File: src/rtl/pipe_cla_addsub.sv
// ---------------------------------------------------------------------------
// pipe_cla_addsub
//
// Two-stage pipelined carry-lookahead adder/subtractor with a valid/ready
// handshake on both sides. Stage 1 conditions operand B for subtraction,
// forms per-bit propagate/generate and per-block group propagate/generate.
// Stage 2 resolves every block carry-in directly from the registered group
// terms (two-level lookahead, no ripple between blocks), forms the in-block
// sums and registers the result together with its status flags.
//
// The pipeline holds at most two operations. A result appears after the
// second rising edge, counting the edge that accepts the operands. One
// operation per cycle is sustained while the consumer keeps out_ready high.
//
// Optional build macro:
//   PIPE_CLA_SATURATE_EN - when defined, a signed overflow clamps the sum
//                          toward the sign of operand A. carryout and
//                          overflow still describe the unclamped result,
//                          and zero describes the clamped sum.
//
// Parameters:
//   WIDTH  operand/result width, a multiple of BLOCK
//   BLOCK  bits per lookahead block, WIDTH/BLOCK in 2..8
//
// Ports:
//   clock          rising-edge clock
//   reset_n        asynchronous active-low reset
//   in_valid       operand set presented
//   in_ready       block can accept an operand set this cycle
//   op             00 ADD, 01 SUB, 10 ADC, 11 SBC
//   data_operandA  operand A
//   data_operandB  operand B
//   carryin        carry in, used by ADC/SBC only
//   out_valid      result valid
//   out_ready      consumer accepts the result
//   sum            result
//   carryout       carry out of the MSB (1 = no borrow for SUB/SBC)
//   overflow       signed overflow
//   zero           sum equals zero
// ---------------------------------------------------------------------------
module pipe_cla_addsub #(
    parameter int WIDTH = 32,
    parameter int BLOCK = 8
) (
    input  logic             clock,
    input  logic             reset_n,
    input  logic             in_valid,
    output logic             in_ready,
    input  logic [1:0]       op,
    input  logic [WIDTH-1:0] data_operandA,
    input  logic [WIDTH-1:0] data_operandB,
    input  logic             carryin,
    output logic             out_valid,
    input  logic             out_ready,
    output logic [WIDTH-1:0] sum,
    output logic             carryout,
    output logic             overflow,
    output logic             zero
);

    localparam int NB = WIDTH / BLOCK;

    // Stage 1 state
    logic             r_s1Valid;
    logic [WIDTH-1:0] r_s1A;
    logic [WIDTH-1:0] r_s1B;
    logic [WIDTH-1:0] r_s1P;
    logic [WIDTH-1:0] r_s1G;
    logic             r_s1Cin;
    logic [NB-1:0]    r_s1GrpP;
    logic [NB-1:0]    r_s1GrpG;

    // Stage 2 state
    logic             r_s2Valid;
    logic [WIDTH-1:0] r_sum;
    logic             r_cout;
    logic             r_ovf;
    logic             r_zero;

    // Combinational nets
    logic [WIDTH-1:0] w_bEff;
    logic             w_cinEff;
    logic [WIDTH-1:0] w_p;
    logic [WIDTH-1:0] w_g;
    logic [NB-1:0]    w_grpP;
    logic [NB-1:0]    w_grpG;
    logic [NB:0]      w_blkCarry;
    logic             w_term;
    logic [WIDTH-1:0] w_bitCarry;
    logic [WIDTH-1:0] w_sumRaw;
    logic [WIDTH-1:0] w_sumFinal;
    logic             w_msbCout;
    logic             w_ovf;
    logic             w_s2Adv;

    // Stage 2 moves when it is empty or its result is being taken; stage 1
    // can then always accept, because its current content moves with it.
    assign w_s2Adv  = !r_s2Valid || out_ready;
    assign in_ready = !r_s1Valid || w_s2Adv;

    // Operand conditioning: subtraction inverts B, and the carry-in is
    // forced for ADD/SUB so only ADC/SBC look at carryin.
    always_comb begin
        w_bEff = op[0] ? ~data_operandB : data_operandB;
        case (op)
            2'b00:   w_cinEff = 1'b0;
            2'b01:   w_cinEff = 1'b1;
            default: w_cinEff = carryin;
        endcase
        w_p = data_operandA | w_bEff;
        w_g = data_operandA & w_bEff;
    end

    // Group propagate/generate per block, folded from the block LSB upward.
    always_comb begin
        w_grpP = '0;
        w_grpG = '0;
        for (int b = 0; b < NB; b++) begin
            w_grpP[b] = 1'b1;
            w_grpG[b] = 1'b0;
            for (int i = 0; i < BLOCK; i++) begin
                w_grpG[b] = w_g[b*BLOCK+i] | (w_p[b*BLOCK+i] & w_grpG[b]);
                w_grpP[b] = w_grpP[b] & w_p[b*BLOCK+i];
            end
        end
    end

    // Stage 1 register; a cycle without in_valid loads a bubble and leaves
    // the data registers holding whatever they had.
    always_ff @(posedge clock or negedge reset_n) begin
        if (!reset_n) begin
            r_s1Valid <= 1'b0;
            r_s1A     <= '0;
            r_s1B     <= '0;
            r_s1P     <= '0;
            r_s1G     <= '0;
            r_s1Cin   <= 1'b0;
            r_s1GrpP  <= '0;
            r_s1GrpG  <= '0;
        end else begin
            if (in_ready) begin
                r_s1Valid <= in_valid;
            end
            if (in_valid && in_ready) begin
                r_s1A    <= data_operandA;
                r_s1B    <= w_bEff;
                r_s1P    <= w_p;
                r_s1G    <= w_g;
                r_s1Cin  <= w_cinEff;
                r_s1GrpP <= w_grpP;
                r_s1GrpG <= w_grpG;
            end
        end
    end

    // Block carry-ins as a flat sum of products: block k receives the
    // carry-in or any lower block's generate, passed through all the group
    // propagates in between, so no carry ripples from block to block.
    always_comb begin
        w_blkCarry    = '0;
        w_term        = 1'b0;
        w_blkCarry[0] = r_s1Cin;
        for (int k = 1; k <= NB; k++) begin
            w_term = r_s1Cin;
            for (int m = 0; m < k; m++) begin
                w_term = w_term & r_s1GrpP[m];
            end
            w_blkCarry[k] = w_term;
            for (int j = 1; j <= k; j++) begin
                w_term = r_s1GrpG[j-1];
                for (int m = j; m < k; m++) begin
                    w_term = w_term & r_s1GrpP[m];
                end
                w_blkCarry[k] = w_blkCarry[k] | w_term;
            end
        end
    end

    // In-block carries ripple only within a block, seeded by its carry-in.
    always_comb begin
        w_bitCarry = '0;
        for (int b = 0; b < NB; b++) begin
            w_bitCarry[b*BLOCK] = w_blkCarry[b];
            for (int i = 1; i < BLOCK; i++) begin
                w_bitCarry[b*BLOCK+i] = r_s1G[b*BLOCK+i-1] |
                                        (r_s1P[b*BLOCK+i-1] & w_bitCarry[b*BLOCK+i-1]);
            end
        end
    end

    // Overflow compares the carry into the MSB with the MSB's own carry out,
    // which equals the lookahead carryout but stays local to the top block.
    always_comb begin
        w_sumRaw   = r_s1A ^ r_s1B ^ w_bitCarry;
        w_msbCout  = r_s1G[WIDTH-1] | (r_s1P[WIDTH-1] & w_bitCarry[WIDTH-1]);
        w_ovf      = w_bitCarry[WIDTH-1] ^ w_msbCout;
        w_sumFinal = w_sumRaw;
`ifdef PIPE_CLA_SATURATE_EN
        if (w_ovf) begin
            w_sumFinal = r_s1A[WIDTH-1] ? {1'b1, {(WIDTH-1){1'b0}}}
                                        : {1'b0, {(WIDTH-1){1'b1}}};
        end
`endif
    end

    // Stage 2 register; the result stays put while the consumer stalls.
    always_ff @(posedge clock or negedge reset_n) begin
        if (!reset_n) begin
            r_s2Valid <= 1'b0;
            r_sum     <= '0;
            r_cout    <= 1'b0;
            r_ovf     <= 1'b0;
            r_zero    <= 1'b0;
        end else if (w_s2Adv) begin
            r_s2Valid <= r_s1Valid;
            if (r_s1Valid) begin
                r_sum  <= w_sumFinal;
                r_cout <= w_blkCarry[NB];
                r_ovf  <= w_ovf;
                r_zero <= (w_sumFinal == '0);
            end
        end
    end

    assign out_valid = r_s2Valid;
    assign sum       = r_sum;
    assign carryout  = r_cout;
    assign overflow  = r_ovf;
    assign zero      = r_zero;

endmodule

File: config.mk
export PLATFORM = sky130hd
export DESIGN_NAME = pipe_cla_addsub
export DESIGN_NICKNAME = d
export VERILOG_FILES = /design/src/rtl/pipe_cla_addsub.sv
export SDC_FILE = /design/constraint.sdc
export NUM_CORES = 1
export LEC_CHECK = 0
export CAP_MARGIN = 20
export CORE_UTILIZATION = 40
export CTS_CLUSTER_DIAMETER = 150
export DETAILED_ROUTE_END_ITERATION = 7
export PLACE_DENSITY_LB_ADDON = 0.1
export SETUP_SLACK_MARGIN = 0.3
export SYNTH_ARGS = -nofsm -noshare
export SYNTH_HDL_FRONTEND = slang
export SYNTH_SLANG_ARGS = --single-unit
File: constraint.sdc
create_clock -name clock -period 3.3 [get_ports clock]
set_input_delay 0.495 -clock clock [delete_from_list [all_inputs] [get_ports clock]]
set_output_delay 0.495 -clock clock [all_outputs]
set_load 0.02 [all_outputs]
After elaboration in Yosys (flattened, before gate mapping)
Cells that the tools add are included.
{ "word_totals": {"inputBits": 71, "wordCells": 192, "out_inout_bits": 37, "regBits": 174} }
{ "classes": {"n_eq_ne": 1, "bitwise": 168, "n_reduce_logical": 8, "n_mux": 2} }
{ "op_table": {"columns": ["op", "count"], "rows": [
  ["bitwise AND 1 bit", 95],
  ["OR 1 bit", 67],
  ["XOR 32 bit", 2],
  ["bitwise AND 32 bit", 1],
  ["zero test 32 bit", 1],
  ["two-way mux 32 bit", 1],
  ["inverter 32 bit", 1],
  ["OR 32 bit", 1],
  ["equality test 2 x 1 -> 1 bit (second input constant)", 1],
  ["zero test 1 bit", 2],
  ["zero test 2 bit", 1],
  ["logical OR 1 bit", 2],
  ["one-hot mux 1 bit (2 select lines)", 1],
  ["AND reduction 2 bit", 1],
  ["logical AND 1 bit", 1],
  ["XOR 1 bit", 1]
]} }

Depth between registers and ports, before layout
{ "depth": {"word_depth": 23, "ltp_mapped": 9, "mapped_depth_nobuf": 8} }

Least setup slack after synthesis
Ideal clock, no wire load.
{ "synth_path": {"path_kind": "flip-flop to flip-flop", "start": "register r_s1Cin", "end": "register r_zero, in the netlist zero", "synth_period_minus_slack_ns": 2.148, "n_path_buf": 1, "setup_ns": 0.066, "t_arrival_ns": 2.083, "path_slack_ns": 1.152, "stages_incl_launch_ff": 10, "required_time_ns": 3.234, "cell_sequence": "dfrtp_1 buf_6 a211o_1 a2111oi_4 a21oi_2 a21o_1 a21oi_2 xnor2_1 nor4bb_1 a31o_1"} }
{ "synth_between": {"elab_chain_len": 22, "elab_cells_between_ends": 67, "cone_classes": "bitwise: 66; reduce/logical: 1"} }
{ "synth_lines": {"columns": ["item", "line", "text"], "rows": [
  ["start, declared", "69", "logic r_s1Cin;"],
  ["start signal, assigned", "149", "r_s1Cin <= w_cinEff;"],
  ["bitwise AND 1 bit (3 in a row)", "166", "w_term = w_term & r_s1GrpP[m];"],
  ["OR 1 bit (3 in a row)", "174", "w_blkCarry[k] = w_blkCarry[k] | w_term;"],
  ["bitwise AND 1 bit", "186", "(r_s1P[b*BLOCK+i-1] & w_bitCarry[b*BLOCK+i-1]);"],
  ["OR 1 bit", "185", "w_bitCarry[b*BLOCK+i] = r_s1G[b*BLOCK+i-1] |"],
  ["bitwise AND 1 bit", "186", null],
  ["OR 1 bit", "185", null],
  ["bitwise AND 1 bit", "186", null],
  ["OR 1 bit", "185", null],
  ["(+2 left out)", null, null],
  ["bitwise AND 1 bit", "186", null],
  ["OR 1 bit", "185", null],
  ["bitwise AND 1 bit", "186", null],
  ["OR 1 bit", "185", null],
  ["bitwise AND 1 bit", "186", null],
  ["OR 1 bit", "185", null],
  ["XOR 32 bit (*)", "194", "w_sumRaw = r_s1A ^ r_s1B ^ w_bitCarry;"],
  ["zero test 32 bit (*)", "220", "r_zero <= (w_sumFinal == '0);"],
  ["end signal, assigned", "220", null],
  ["end, declared", "78", "logic r_zero;"]
]} }
Mark *: on every way between the ends. The rest lies on a longest branch, timed or not.
A chain may end at the register's enable or synchronous reset.

Final worst setup path
Same ends and word-level chain as after synthesis.

==> flow_summary.ini <==
[status]
status = completed

[sta]
max_freq_ghz = 0.3921
finClkSkew_ns = 0.008067
tightest_slew_ns = 0.6321
slew_headroom_pct = 57.86
finalSetupViolations = 0
timing.final.hold_violations = 0
maxSlewViolCount = 0
grt_setup_unrepaired = false
sum_of_negative_setup_slack_ns = 0
final.min_clock_period_ns = 2.550
finalCritPeriodShare_pct = 77.28

[power_and_ir_drop]
vdd.ir_drop.worst_mv = 0.3255
power.static_leakage_nw = 4.896
power_density_nw_per_um2 = 663.2

[finish]
mostFrequentLayoutCells = 319 x sky130_fd_sc_hd__nand2_1, 168 x sky130_fd_sc_hd__dfrtp_1, 105 x sky130_fd_sc_hd__clkdlybuf4s50_1
area_delta_synth_final_pct = 22.99
area.sequential_sq_um = 4204
final_area_sq_um = 10720
final_common_cell = sky130_fd_sc_hd__nand2_1
drive_above_1_share_pct = 5.824
layoutNonFillerInstCount = 1391
multi_input_comb_area_sq_um = 4175
net_count_of_the_finished_layout = 1174
n_fill_cell = 2109
antennaDiodeCount = 0

[global_route]
first_global_vias = 6899
gr-usage-all-layers_pct = 20.75
global_route_wire_length_before_repair_um = 35910
global_route.overflow_total = 0
grt_start_max_net_pins = 69
grt_antenna_before_repair = 0

[logic_synthesis]
yosysSeqAreaShare_pct = 48.24
synthArstFlopShare_pct = 100.0
synth_seq_cells = 168
synthesis.area_sq_um = 8715
synth_cell_types = 57
netlist_instances = 1012
synth_ff_type = sky130_fd_sc_hd__dfrtp_1
number_of_enable_flip_flop_cells_after_synthesis = 0
syn_nets = 1083
syn-mean-instance-area_sq_um = 8.611
ys_warn_count = 0

[critical_path]
ff2ff_path_depth = 8
worst-r2r-setup-slack_ns = 0.75
crit_start = r_s1Cin
kind_of_critical_path = register to register
critical_path.endpoint_type = register
startpoint_type = register
arrival_ns = 2.91
timing.critical_path.fanout_max = 7
reg2reg_from = r_s1Cin
critical_path.endpoint = zero
critical_path.reg2reg.endpoint = zero
critPathRequiredTime_ns = 3.66

[route]
routed.top_layer = met4
wl_per_cell_um = 15.85
dr_wl_met2_um = 10030
met1_length_um = 10760
drtPass1Iterations = 5
drcViolationCount = 0
routed_wl_um = 22050
drtIter0Drc = 527
vias = 7217
viasPerCell = 5.188
met3RoutedLength_um = 942
ant_nets = 0

[clock_tree]
tritoncts_num_sinks = 168
depth_of_the_cts_h_tree = 4
insertion_delay_ns = 0.42
cts_resized = 0
clock_tree_from_tritoncts = yes
postCtsSetupRepairBufs = 0
clock-root-buffer = sky130_fd_sc_hd__clkbuf_16
clk_pin_slew_ns = 0.06
deepest_clock_path_buffer_count = 2
tritoncts.num_buffers = 17
cts_hold_buf = 0

[die]
row_count = 53
num_io_pins = 108
die_area_sq_um = 22380
die_h_um = 149.6
initial_utilization_pct = 41.07
die_x_um = 149.6
core-area_sq_um = 21220

[placement]
port_buffers = 107
placed_cell_area_sq_um = 10080
placer_congestion_estimate = 0.7976
placed_cells_incl_taps = 1359
dpl.hpwl_um = 16140

[hold_path]
timing.hold.worst.class = input pin to async pin

[flow_run]
timing.max_cap.violations = 0
-- critical path, stage by stage (launching register included) --
cell	delay (ns)
sky130_fd_sc_hd__dfrtp_1	0.51
sky130_fd_sc_hd__a21oi_1	0.15
sky130_fd_sc_hd__o221ai_1	0.47
sky130_fd_sc_hd__a21oi_1	0.19
sky130_fd_sc_hd__xnor2_1	0.41
sky130_fd_sc_hd__nand4_1	0.13
sky130_fd_sc_hd__nand3b_1	0.19
sky130_fd_sc_hd__nor4_2	0.28
sky130_fd_sc_hd__a31o_1	0.17
-- state kept, by name, indices dropped and copies added (netlist names), 4 cells and up --
signal,cells
r_s1GrpP,4
r_s1A,32
sum,32
r_s1P,29
r_s1GrpG,4
r_s1G,29
r_s1B,32
-- cells in the mapped netlist, drive strengths merged (4+ instances only) --
master | instances | share of area (%)
o22ai | 18 | 1.3
inv | 37 | 1.6
nor4 | 6 | 0.50
a221o | 4 | 0.46
o21bai | 5 | 0.43
nand4 | 6 | 0.43
o21ai | 100 | 5.7
nand2 | 321 | 14
nand2b | 9 | 0.65
nand3 | 32 | 1.8
a221oi | 9 | 0.90
xnor2 | 53 | 5.4
a31oi | 8 | 0.57
nor2b | 7 | 0.50
a21oi | 35 | 2.1
nor2 | 20 | 0.86
xor2 | 44 | 4.4
a211oi | 5 | 0.49
dfrtp | 168 | 48
buf | 18 | 1.1
mux2 | 5 | 0.65
clkbuf | 30 | 1.3
a21o | 9 | 0.78
and2 | 4 | 0.29
nor3 | 10 | 0.57
o221ai | 13 | 1.3
-- worst min-delay path by stage --
stage	slack (ns)	to	start	cells after the start
2_1_floorplan	0.20	carryout	reset_n	0
3_3_place_gp	0.45	r_s1P[4]	r_s1P[4]	2
3_5_place_dp	0.45	r_s1P[4]	r_s1P[4]	2
4_1_cts	0.06	r_s1A[2]	reset_n	1
5_1_grt	0.08	r_s1A[2]	reset_n	1
6_report	0.04	r_s1A[2]	reset_n	1
-- stage by stage --
step	total power, W	setup WS (ns)	hold WS, ns	utilization (%)
after floorplan	0.004003	1.152	0.1994	-
after global placement	0.004985	0.7098	0.4520	47.49
after detailed placement	0.005007	0.6919	0.4503	47.49
after CTS	0.007165	0.7652	0.06474	50.51
after global routing	0.007495	0.5800	0.08434	50.51
final	0.007108	0.7498	0.04346	50.51
-- power by group --
part	switching, W	leakage (nW)	internal, W	total [W]
Combinational	0.00123	2.52	0.000945	0.00218
Clock	0.000827	0.317	0.00133	0.00216
Sequential	0.000296	2.06	0.00248	0.00277
-- layer usage --
metal	vias to the layer above	global-route usage, %
met3	20	3.171
met2	144	32.71
met5	-	0
met4	0	6.173
li1	3604	-
met1	3449	29.30
-- area by class of cell --
class	count	share of cell area [%]
sequential	168	39.22
timing repair buffer	120	11.34
clock buffer	21	4.389
multi-input combinational	759	38.96
inverter	37	1.296
clock inverter	11	1.588
tap	275	3.210
-- logic make-up (layout without fill, tap and decap cells) --
kind of cell / after synthesis / in the layout / share of synthesized area [%]
compound gates: 229 / 229 / 16.53
xor+xnor: 97 / 97 / 9.835
fa+ha+maj: 3 / 3 / 0.3446
buf+inv: 85 / 189 / 3.991
flops: 168 / 168 / 48.24
mux: 7 / 7 / 0.8758
simple gates: 423 / 423 / 20.19
Note: power is estimated with default switching activity, not from simulation.
